==> config.mk <==
export PLATFORM = sky130hd
export DESIGN_NAME = fill_sequencer
export DESIGN_NICKNAME = d
export VERILOG_FILES = /design/src/rtl/fill_pkg.sv /design/src/rtl/fill_sequencer_tick_timer.sv /design/src/rtl/fill_sequencer.sv
export SDC_FILE = /design/constraint.sdc
export NUM_CORES = 1
export LEC_CHECK = 0
export ABC_AREA = 1
export ABC_CLOCK_PERIOD_IN_PS = 3300
export CORE_AREA = 10 10 125 93
export CTS_CLUSTER_SIZE = 16
export DETAILED_ROUTE_END_ITERATION = 10
export DIE_AREA = 0 0 135 103
export GPL_TIMING_DRIVEN = 0
export PLACE_DENSITY = 0.81
export SYNTH_ARGS = -nofsm -noshare
export SYNTH_HDL_FRONTEND = slang
export SYNTH_HIERARCHICAL = 1
export SYNTH_SLANG_ARGS = --single-unit
==> constraint.sdc <==
create_clock -name clk_1khz -period 3.3 [get_ports clk_1khz]
set_input_delay 0.33 -clock clk_1khz [delete_from_list [all_inputs] [get_ports clk_1khz]]
set_output_delay 0.33 -clock clk_1khz [all_outputs]
set_load 0.005 [all_outputs]
==> src/rtl/fill_pkg.sv <==
// fill_pkg: shared state codes, error/beeper codes and BCD helpers for the pill fill sequencer
//   state_t      : SETTING=0 RUNNING=1 SWITCHING=2 DONE=3 ERROR=4 FATAL=5
//   ERR_*        : err_code values
//   BEEP_*       : beep_mode values
//   bcd_inc      : three-digit BCD increment
//   targets_valid: all digits 0-9 and both targets nonzero
package fill_pkg;

   typedef enum logic [2:0] {
      S_SETTING   = 3'd0,
      S_RUNNING   = 3'd1,
      S_SWITCHING = 3'd2,
      S_DONE      = 3'd3,
      S_ERROR     = 3'd4,
      S_FATAL     = 3'd5
   } state_t;

   localparam logic [1:0] ERR_NONE     = 2'd0;
   localparam logic [1:0] ERR_HOPPER   = 2'd1;
   localparam logic [1:0] ERR_CONVEYOR = 2'd2;
   localparam logic [1:0] ERR_ESTOP    = 2'd3;

   localparam logic [1:0] BEEP_OFF  = 2'd0;
   localparam logic [1:0] BEEP_CONT = 2'd1;
   localparam logic [1:0] BEEP_2HZ  = 2'd2;
   localparam logic [1:0] BEEP_4HZ  = 2'd3;

   function automatic logic [11:0] bcd_inc(input logic [11:0] v);
      logic [11:0] r;
      logic c;
      r = v;
      c = 1'b1;
      for (int i = 0; i < 3; i++) begin
         if (c) begin
            if (r[4*i +: 4] == 4'd9) r[4*i +: 4] = 4'd0;
            else begin
               r[4*i +: 4] = r[4*i +: 4] + 4'd1;
               c = 1'b0;
            end
         end
      end
      return r;
   endfunction

   function automatic logic targets_valid(input logic [11:0] p, input logic [7:0] b);
      return p[11:8] <= 4'd9 && p[7:4] <= 4'd9 && p[3:0] <= 4'd9 &&
             b[7:4] <= 4'd9 && b[3:0] <= 4'd9 && p != 12'h000 && b != 8'h00;
   endfunction

endpackage

==> src/rtl/fill_sequencer_tick_timer.sv <==
// tick_timer: loadable down-counter; expired pulses on the enabled tick that takes it from 1 to 0
//   clk_1khz, switch_clr : clock, async active-high reset (count cleared)
//   load, load_val       : load has priority over counting
//   en                   : count down while high (stops at 0)
//   expired              : high during the last enabled tick
module tick_timer #(
   parameter int WIDTH = 8
) (
   input  logic             clk_1khz,
   input  logic             switch_clr,
   input  logic             load,
   input  logic [WIDTH-1:0] load_val,
   input  logic             en,
   output logic             expired
);

   logic [WIDTH-1:0] count;

   always_ff @(posedge clk_1khz or posedge switch_clr)
      if (switch_clr) count <= '0;
      else if (load) count <= load_val;
      else if (en && count != '0) count <= count - 1'b1;

   assign expired = en && (count == WIDTH'(1));

endmodule

==> src/rtl/fill_sequencer.sv <==
// fill_sequencer: pill-bottling sequencer (fill, bottle change, fault handling) on a 1 kHz clock
//   inputs : clk_1khz, switch_clr (async reset), start, clr_err, estop, pill_pulse,
//            conveyor_ok, target_pills (3-digit BCD), target_bottles (2-digit BCD)
//   outputs: state, now_pills, now_bottles (BCD), hopper_en, conveyor_en, err_code, beep_mode
module fill_sequencer
   import fill_pkg::*;
#(
   parameter int TICKS_PER_SEC = 1000,
   parameter int SWITCH_SEC    = 2,
   parameter int HOPPER_SEC    = 3
) (
   input  logic        clk_1khz,
   input  logic        switch_clr,
   input  logic        start,
   input  logic        clr_err,
   input  logic        estop,
   input  logic        pill_pulse,
   input  logic        conveyor_ok,
   input  logic [11:0] target_pills,
   input  logic [7:0]  target_bottles,
   output logic [2:0]  state,
   output logic [11:0] now_pills,
   output logic [7:0]  now_bottles,
   output logic        hopper_en,
   output logic        conveyor_en,
   output logic [1:0]  err_code,
   output logic [1:0]  beep_mode
);

   localparam int HOP_TICKS = HOPPER_SEC * TICKS_PER_SEC;
   localparam int SW_TICKS  = SWITCH_SEC * TICKS_PER_SEC;
   localparam int TW        = $clog2((HOP_TICKS > SW_TICKS ? HOP_TICKS : SW_TICKS) + 1);

   state_t      st;
   logic [1:0]  estop_sync;
   logic [2:0]  pill_sync;
   logic [11:0] tgt_pills;
   logic [7:0]  tgt_bottles;
   logic [11:0] pills_inc, bottles_inc;
   logic        estop_s, pill, go, full, last;
   logic        hop_load, sw_load, hop_exp, sw_exp;

   always_ff @(posedge clk_1khz or posedge switch_clr)
      if (switch_clr) begin
         estop_sync <= '0;
         pill_sync  <= '0;
      end else begin
         estop_sync <= {estop_sync[0], estop};
         pill_sync  <= {pill_sync[1:0], pill_pulse};
      end

   assign estop_s     = estop_sync[1];
   assign pill        = pill_sync[1] & ~pill_sync[2];
   assign go          = start && targets_valid(target_pills, target_bottles);
   assign pills_inc   = bcd_inc(now_pills);
   assign bottles_inc = bcd_inc({4'h0, now_bottles});
   assign full        = now_pills == tgt_pills;
   assign last        = bottles_inc == {4'h0, tgt_bottles};
   assign state       = st;

   // A full bottle is closed before any further pill is counted, so a late pill cannot overfill.
   assign hop_load = !estop_s && ((st == S_SETTING && go) ||
                                  (st == S_RUNNING && !full && pill) ||
                                  (st == S_SWITCHING && sw_exp && conveyor_ok) ||
                                  (st == S_ERROR && clr_err && err_code == ERR_HOPPER));
   assign sw_load  = !estop_s && ((st == S_RUNNING && full && !last) ||
                                  (st == S_ERROR && clr_err && err_code == ERR_CONVEYOR));

   tick_timer #(.WIDTH(TW)) u_hopper (
      .clk_1khz(clk_1khz), .switch_clr(switch_clr), .load(hop_load),
      .load_val(TW'(HOP_TICKS)), .en(st == S_RUNNING), .expired(hop_exp)
   );

   tick_timer #(.WIDTH(TW)) u_switch (
      .clk_1khz(clk_1khz), .switch_clr(switch_clr), .load(sw_load),
      .load_val(TW'(SW_TICKS)), .en(st == S_SWITCHING), .expired(sw_exp)
   );

   always_ff @(posedge clk_1khz or posedge switch_clr)
      if (switch_clr) begin
         st          <= S_SETTING;
         now_pills   <= '0;
         now_bottles <= '0;
         tgt_pills   <= '0;
         tgt_bottles <= '0;
         hopper_en   <= 1'b0;
         conveyor_en <= 1'b0;
         err_code    <= ERR_NONE;
         beep_mode   <= BEEP_OFF;
      end else if (estop_s) begin
         st          <= S_FATAL;
         hopper_en   <= 1'b0;
         conveyor_en <= 1'b0;
         err_code    <= ERR_ESTOP;
         beep_mode   <= BEEP_CONT;
      end else begin
         case (st)
            S_SETTING:
               if (go) begin
                  st          <= S_RUNNING;
                  now_pills   <= '0;
                  now_bottles <= '0;
                  tgt_pills   <= target_pills;
                  tgt_bottles <= target_bottles;
                  hopper_en   <= 1'b1;
               end
            S_RUNNING:
               if (full) begin
                  now_bottles <= bottles_inc[7:0];
                  hopper_en   <= 1'b0;
                  st          <= last ? S_DONE : S_SWITCHING;
                  conveyor_en <= !last;
                  beep_mode   <= last ? BEEP_4HZ : BEEP_OFF;
               end else if (pill) now_pills <= pills_inc;
               else if (hop_exp) begin
                  st        <= S_ERROR;
                  hopper_en <= 1'b0;
                  err_code  <= ERR_HOPPER;
                  beep_mode <= BEEP_2HZ;
               end
            S_SWITCHING:
               if (sw_exp) begin
                  conveyor_en <= 1'b0;
                  if (conveyor_ok) begin
                     st        <= S_RUNNING;
                     now_pills <= '0;
                     hopper_en <= 1'b1;
                  end else begin
                     st        <= S_ERROR;
                     err_code  <= ERR_CONVEYOR;
                     beep_mode <= BEEP_2HZ;
                  end
               end
            S_DONE:
               if (start) begin
                  st          <= S_SETTING;
                  now_pills   <= '0;
                  now_bottles <= '0;
                  beep_mode   <= BEEP_OFF;
               end
            S_ERROR:
               // err_code remembers which state faulted, so it selects the resume target
               if (clr_err) begin
                  st          <= err_code == ERR_HOPPER ? S_RUNNING : S_SWITCHING;
                  hopper_en   <= err_code == ERR_HOPPER;
                  conveyor_en <= err_code != ERR_HOPPER;
                  err_code    <= ERR_NONE;
                  beep_mode   <= BEEP_OFF;
               end
            S_FATAL: ;
            default: begin
               st          <= S_SETTING;
               hopper_en   <= 1'b0;
               conveyor_en <= 1'b0;
               err_code    <= ERR_NONE;
               beep_mode   <= BEEP_OFF;
            end
         endcase
      end

endmodule

# == Word level (Yosys, flattened, before mapping) ==
# Cells that the tools add are included.
# Widths: inputs -> output; s select.
# word_totals
register_bits,78
input_bits,27
word_cells,195
# classes
add_sub_neg,7
order_cmp,5
eq_ne,42
muxes,71
n_bitwise,3
n_reduce_logical,52
# op_table
op,count
$mux 12,10
$pmux 12 s4,1
$reduce_bool 12->1,3
$mux 4,8
$ne 3x3->1 const B,10
$mux 2,14
$reduce_and 7->1,4
$mux 3,9
$eq 12x1->1 const B,2
$mux 8,3
$pmux 8 s3,1
$sub 12x1->12 const B,2
$logic_and 1x1->1,23
$add 4x1->4 const B,5
$eq 4x4->1 const B,5
$le 4x4->1 const B,5
$mux 1,20
$ne 2x2->1 const B,10
$pmux 3 s6,1
$reduce_and 9->1,2
$eq 12x12->1,1
$eq 12x8->1,1
$pmux 2 s5,1
$ne 2x1->1 const B,4
24 further kinds,35

# == Longest topological paths before layout ==
# depth
word_depth,14
ltp_mapped,20

# == Modules after synthesis ==
# Netlist, hierarchy kept.
# by_module_without_submodules
mod,n_inst,cells_each,area_each_um2,seq_area_each_um2
fill_sequencer,1,475,3388.2,1351.3
tick_timer,2,133,932.1,300.3

# == Worst setup path before layout ==
# OpenSTA, ideal clock, no wires.
# synth_path
path_type,register to register
start,register st[1] (netlist: state[1])
end,register u_hopper.count[5]
setup_time_ns,0.117
arrival_time_ns,2.361
t_required_ns,3.183
path_slack_ns,0.823
stages_incl_launch_ff,15
path_buffers,1
cell_sequence,dfrtp_1 inv_2 nor2_2 nand2_2 inv_2 nand3_1 nor4_1 nand3_1 a31oi_1 inv_1 buf_4 nand3_1 nand2_1 nand2_1 nand2_1
# synth_via
elab_chain_len,8
word_cells_on_any_way,19
# synth_rtl
item,line_no,rtl
start: declaration,fill_sequencer.sv:34,state_t st;
start signal: assignment,fill_sequencer.sv:111,st <= last ? S_DONE : S_SWITCHING;
start signal: assignment,fill_sequencer.sv:144,st <= err_code == ERR_HOPPER ? S_RUNNING : S_SWITCHING;
$eq 3x2->1 *,fill_sequencer.sv:76,".load_val(TW'(SW_TICKS)), .en(st == S_SWITCHING), .expired(sw_exp)"
$logic_and 1x1->1 *,fill_sequencer_tick_timer.sv:24,assign expired = en && (count == WIDTH'(1));
net sw_exp,fill_sequencer.sv:41,"logic hop_load, sw_load, hop_exp, sw_exp;"
$logic_and 1x1->1 * (2 in series),fill_sequencer.sv:64,(st == S_SWITCHING && sw_exp && conveyor_ok) ||
$logic_or 1x1->1 *,fill_sequencer.sv:63,(st == S_RUNNING && !full && pill) ||
$logic_or 1x1->1 *,fill_sequencer.sv:64,
$logic_and 1x1->1 *,fill_sequencer.sv:62,assign hop_load = !estop_s && ((st == S_SETTING && go) ||
net hop_load,fill_sequencer.sv:41,
$mux 12 / $reduce_bool 2->1 (equally long branches),n/a,
end signal: assignment,fill_sequencer_tick_timer.sv:21,else if (load) count <= load_val;
end signal: assignment,fill_sequencer_tick_timer.sv:22,else if (en && count != '0) count <= count - 1'b1;
end: declaration,fill_sequencer_tick_timer.sv:17,logic [WIDTH-1:0] count;
# The timed path passes the listed nets; every way through them passes the cells marked *.
# A chain may end at the register's enable or synchronous reset.

# == Worst setup path in the final report ==
# layout_path
start,register now_bottles[2]
end,register u_switch.count[1]
# layout_via
elab_chain_len,10
word_cells_on_any_way,14
# layout_rtl
item,line_no,rtl
start: declaration,fill_sequencer.sv:23,"output logic [7:0] now_bottles,"
start signal: assignment,fill_sequencer.sv:109,now_bottles <= bottles_inc[7:0];
$eq 4x4->1,fill_pkg.sv:35,if (r[4*i +: 4] == 4'd9) r[4*i +: 4] = 4'd0;
$mux 1,fill_pkg.sv:35,
$mux 1 (2 in series),fill_pkg.sv:34,if (c) begin
$eq 12x8->1 *,fill_sequencer.sv:58,"assign last = bottles_inc == {4'h0, tgt_bottles};"
$logic_not 1->1 *,fill_sequencer.sv:66,assign sw_load = !estop_s && ((st == S_RUNNING && full && !last) ||
$logic_and 1x1->1 *,fill_sequencer.sv:66,
$logic_or 1x1->1 *,fill_sequencer.sv:66,
$logic_and 1x1->1 *,fill_sequencer.sv:66,
net sw_load,fill_sequencer.sv:41,
$mux 12 / $reduce_bool 2->1 (equally long branches),n/a,
end signal: assignment,fill_sequencer_tick_timer.sv:21,
end signal: assignment,fill_sequencer_tick_timer.sv:22,
end: declaration,fill_sequencer_tick_timer.sv:17,
# Marks and branches as above.

==> results_dict.tcl <==
set metrics [dict create \
    yosys_register_bits 78 \
    die_x_um 135 \
    synth_adder_area_share_pct 3.33 \
    grt_max_degree 38 \
    start_util_pct 56.2 \
    regArea_mm2 0.00195 \
    finalHoldViolCount 0 \
    io_pins 56 \
    die_y_um 103 \
    gp_congestion 0.913 \
    switchingPower_mw 2.35 \
    drive_above_1_share_pct 9.72 \
    grt_pass1_wl_um 23800 \
    antenna_found_initial 0 \
    maxSlewViolCount 0 \
    avgSynthCellArea_um2 7.09 \
    vias 5206 \
    clock.fmax_mhz 338 \
    clkLatencyLatePin_ns 0.34 \
    seq_area_frac_synth_pct 37.2 \
    switching_share_pct 43.6 \
    peakVddDrop_mv 0.490 \
    layout_commonest_cell "nand2_1" \
    crit_path_max_fanout 10 \
    io_buffers 55 \
    worstPathRequired_ns 3.52 \
    clock-sinks 78 \
    pwr-share-seq_pct 31.0 \
    finalCritPeriodShare_pct 89.5 \
    synth_cell_types 43 \
    synth_compound_gate_area_share_pct 9.12 \
    postRouteAntennaNets 0 \
    leakagePower_nw 3.10 \
    grt_pass1_vias 4887 \
    num_antenna_cells 0 \
    worst_pin_slew_ns 0.666 \
    p_comb_share_pct 48.3 \
    outcome "finished, final reports clean" \
    synth_top_cells_by_area "dfrtp_1 37%, nand2_1 17%, nand3_1 8.3%" \
    period_minus_slack_ns 2.95 \
    drc 0 \
    powerDensity_mw_per_mm2 842 \
    cts_buffer_depth 2 \
    synth-simple-area-share_pct 38.8 \
    fin_skew_ns 0.00477 \
    drtPass1Iterations 6 \
    hp-class "reg -> reg" \
    setup_viol 0 \
    dpl.hpwl_um 10700 \
    slew_headroom_pct 55.6 \
    finalNonFillerCells 961 \
    worst_hold_slack_ns 0.356 \
    dieArea_mm2 0.0139 \
    wl_per_cell_um 14.9 \
    cp_data_arrival_time_ns 3.17 \
    clkPwrFrac_pct 20.8 \
    critical_path_class "reg -> reg" \
    final_cell_mix "240 x nand2_1, 87 x nand3_1, 78 x dfrtp_1, 73 x inv_1, 55 x clkdlybuf4s50_1" \
    std_cell_rows 30 \
    initialDrtViolationCount 628 \
    p_int_mw 3.04 \
    path_clk_slew_ns 0.06 \
    syn_area_mm2 0.00525 \
    yosys.area.top_type_share_pct 37.2 \
    end_kind "register" \
    synthCells 741 \
    cts_buffers 9 \
    core_region_area_mm2 0.00935 \
    fillCellCount 758 \
    worstSetupStartpointType "register" \
    viasPerCell 5.42 \
    yosys_warnings 6 \
    cts_tree "built" \
    synth_top_family_by_area "simple AND/OR/NAND/NOR gates" \
    tns_ns 0 \
    drt_wl_total_um 14300 \
    area_growth_pct 21.8 \
    grt_overflow_total 0 \
    synth.area.mux_share_pct 0 \
    cap_violations 0 \
    multi_input_area_mm2 0.00299 \
    grtUsageTotal_pct 21.0 \
    cts-root-buf "clkbuf_16" \
    synth_top_area_cell "dfrtp_1" \
    dp_cells 947 \
    fin_nets 871 \
    cts_hold_buf 0 \
    h-tree-depth 3 \
    rsz0062_at_grt "false" \
    yosys.area_share.xor_xnor_pct 3.84 \
]
## flip-flops by register name, indices dropped and copies added, names as in the netlist
| name | cells |
|---|---|
| beep_mode | 2 |
| conveyor_en | 1 |
| err_code | 2 |
| estop_sync | 2 |
| hopper_en | 1 |
| now_bottles | 8 |
| now_pills | 12 |
| pill_sync | 3 |
| state | 3 |
| tgt_bottles | 8 |
| tgt_pills | 12 |
| u_hopper/count | 12 |
| u_switch/count | 12 |
## cell type report
class | instances | share of cell area, %
Clock inverter | 5 | 1.56
Timing Repair Buffer | 56 | 8.92
Inverter | 85 | 4.99
Sequential cell | 78 | 30.5
Buffer | 15 | 1.27
Clock buffer | 9 | 3.52
Multi-Input combinational cell | 585 | 46.7
Tap cell | 128 | 2.50
## worst max-delay path, stage by stage, from the launching register on
cell and delay (ns):
dfrtp_1 0.44, inv_1 0.09, nand2_1 0.08, nor2_2 0.30, nand2_1 0.12, nand2_1 0.09, nand2_1 0.06, nand2_1 0.05
inv_1 0.04, nand2_1 0.05, nor2_1 0.06, nand2_1 0.11, nand2_1 0.09, a21oi_1 0.50, clkbuf_1 0.43, o21ai_0 0.16
nand2_1 0.10, o21ai_2 0.05
## cell usage after synthesis (all sizes together)
cell type / count
nor2: 67
dfrtp: 78
o21bai: 2
nor2b: 2
or2: 7
o31ai: 6
a211oi: 1
xnor2: 15
inv: 85
nand4: 13
o21ai: 54
o211ai: 2
a31oi: 1
buf: 12
nand3: 89
o21a: 1
nor3: 8
nand2: 250
conb: 2
and3: 1
xor2: 8
nor4: 2
a21oi: 14
clkbuf: 3
ha: 14
nand3b: 4
## power by group through the flow
stage	logic (mW)	clock network, mW	registers, mW
after floorplan	1.85	0	1.59
after global placement	2.44	0	1.65
after detailed placement	2.55	0	1.67
after CTS	2.57	1.13	1.66
after global routing	2.93	1.18	1.72
final	2.60	1.12	1.67
## layer usage
layer,up-vias,track usage (%),part of all wire (%)
li1,2529,-,-
met1,2440,27.2,44
met2,198,34.8,47
met3,39,5.89,7.3
met4,0,4.04,1.5
met5,-,0,0
## repair_timing
item	CTS	global route
endpoints found under the setup margin	0	3
gates resized for setup	0	1
buffers inserted	0	0
## worst paths after layout
kind	to	cells past startpoint	slack (ns)	start
worst max-delay path	u_switch/count[1]	17	0.35	now_bottles[2]
worst min-delay path	estop_sync[1]	0	0.36	estop_sync[0]
worst max register to register	u_switch/count[1]	17	0.35	now_bottles[2]
worst min register to register	estop_sync[1]	0	0.36	estop_sync[0]
max in group asynchronous	tgt_bottles[6]	3	2.38	switch_clr
min in group asynchronous	conveyor_en	2	0.38	switch_clr
## cells by family after synthesis
logic type,count (synthesis)
adder cells (fa/ha/maj),14
buffers and inverters,100
AO/OA/AOI/OAI,81
AND/OR/NAND/NOR,443
other,2
flip-flops,78
XOR/XNOR,23
## stage by stage
stage                     power [mW]  setup WS (ns)  instance area, um2  utilization (%)
after detailed placement        4.21         0.0144                6070             64.9
after global placement          4.09         0.0700                6050             64.7
after global routing            5.83         0.0278                6400             68.4
after floorplan                 3.44          0.823                5340                -
final                           5.39          0.346                6400             68.4
after CTS                       5.37          0.310                6390             68.4
No activity file was read; power rests on OpenSTA's default activity.
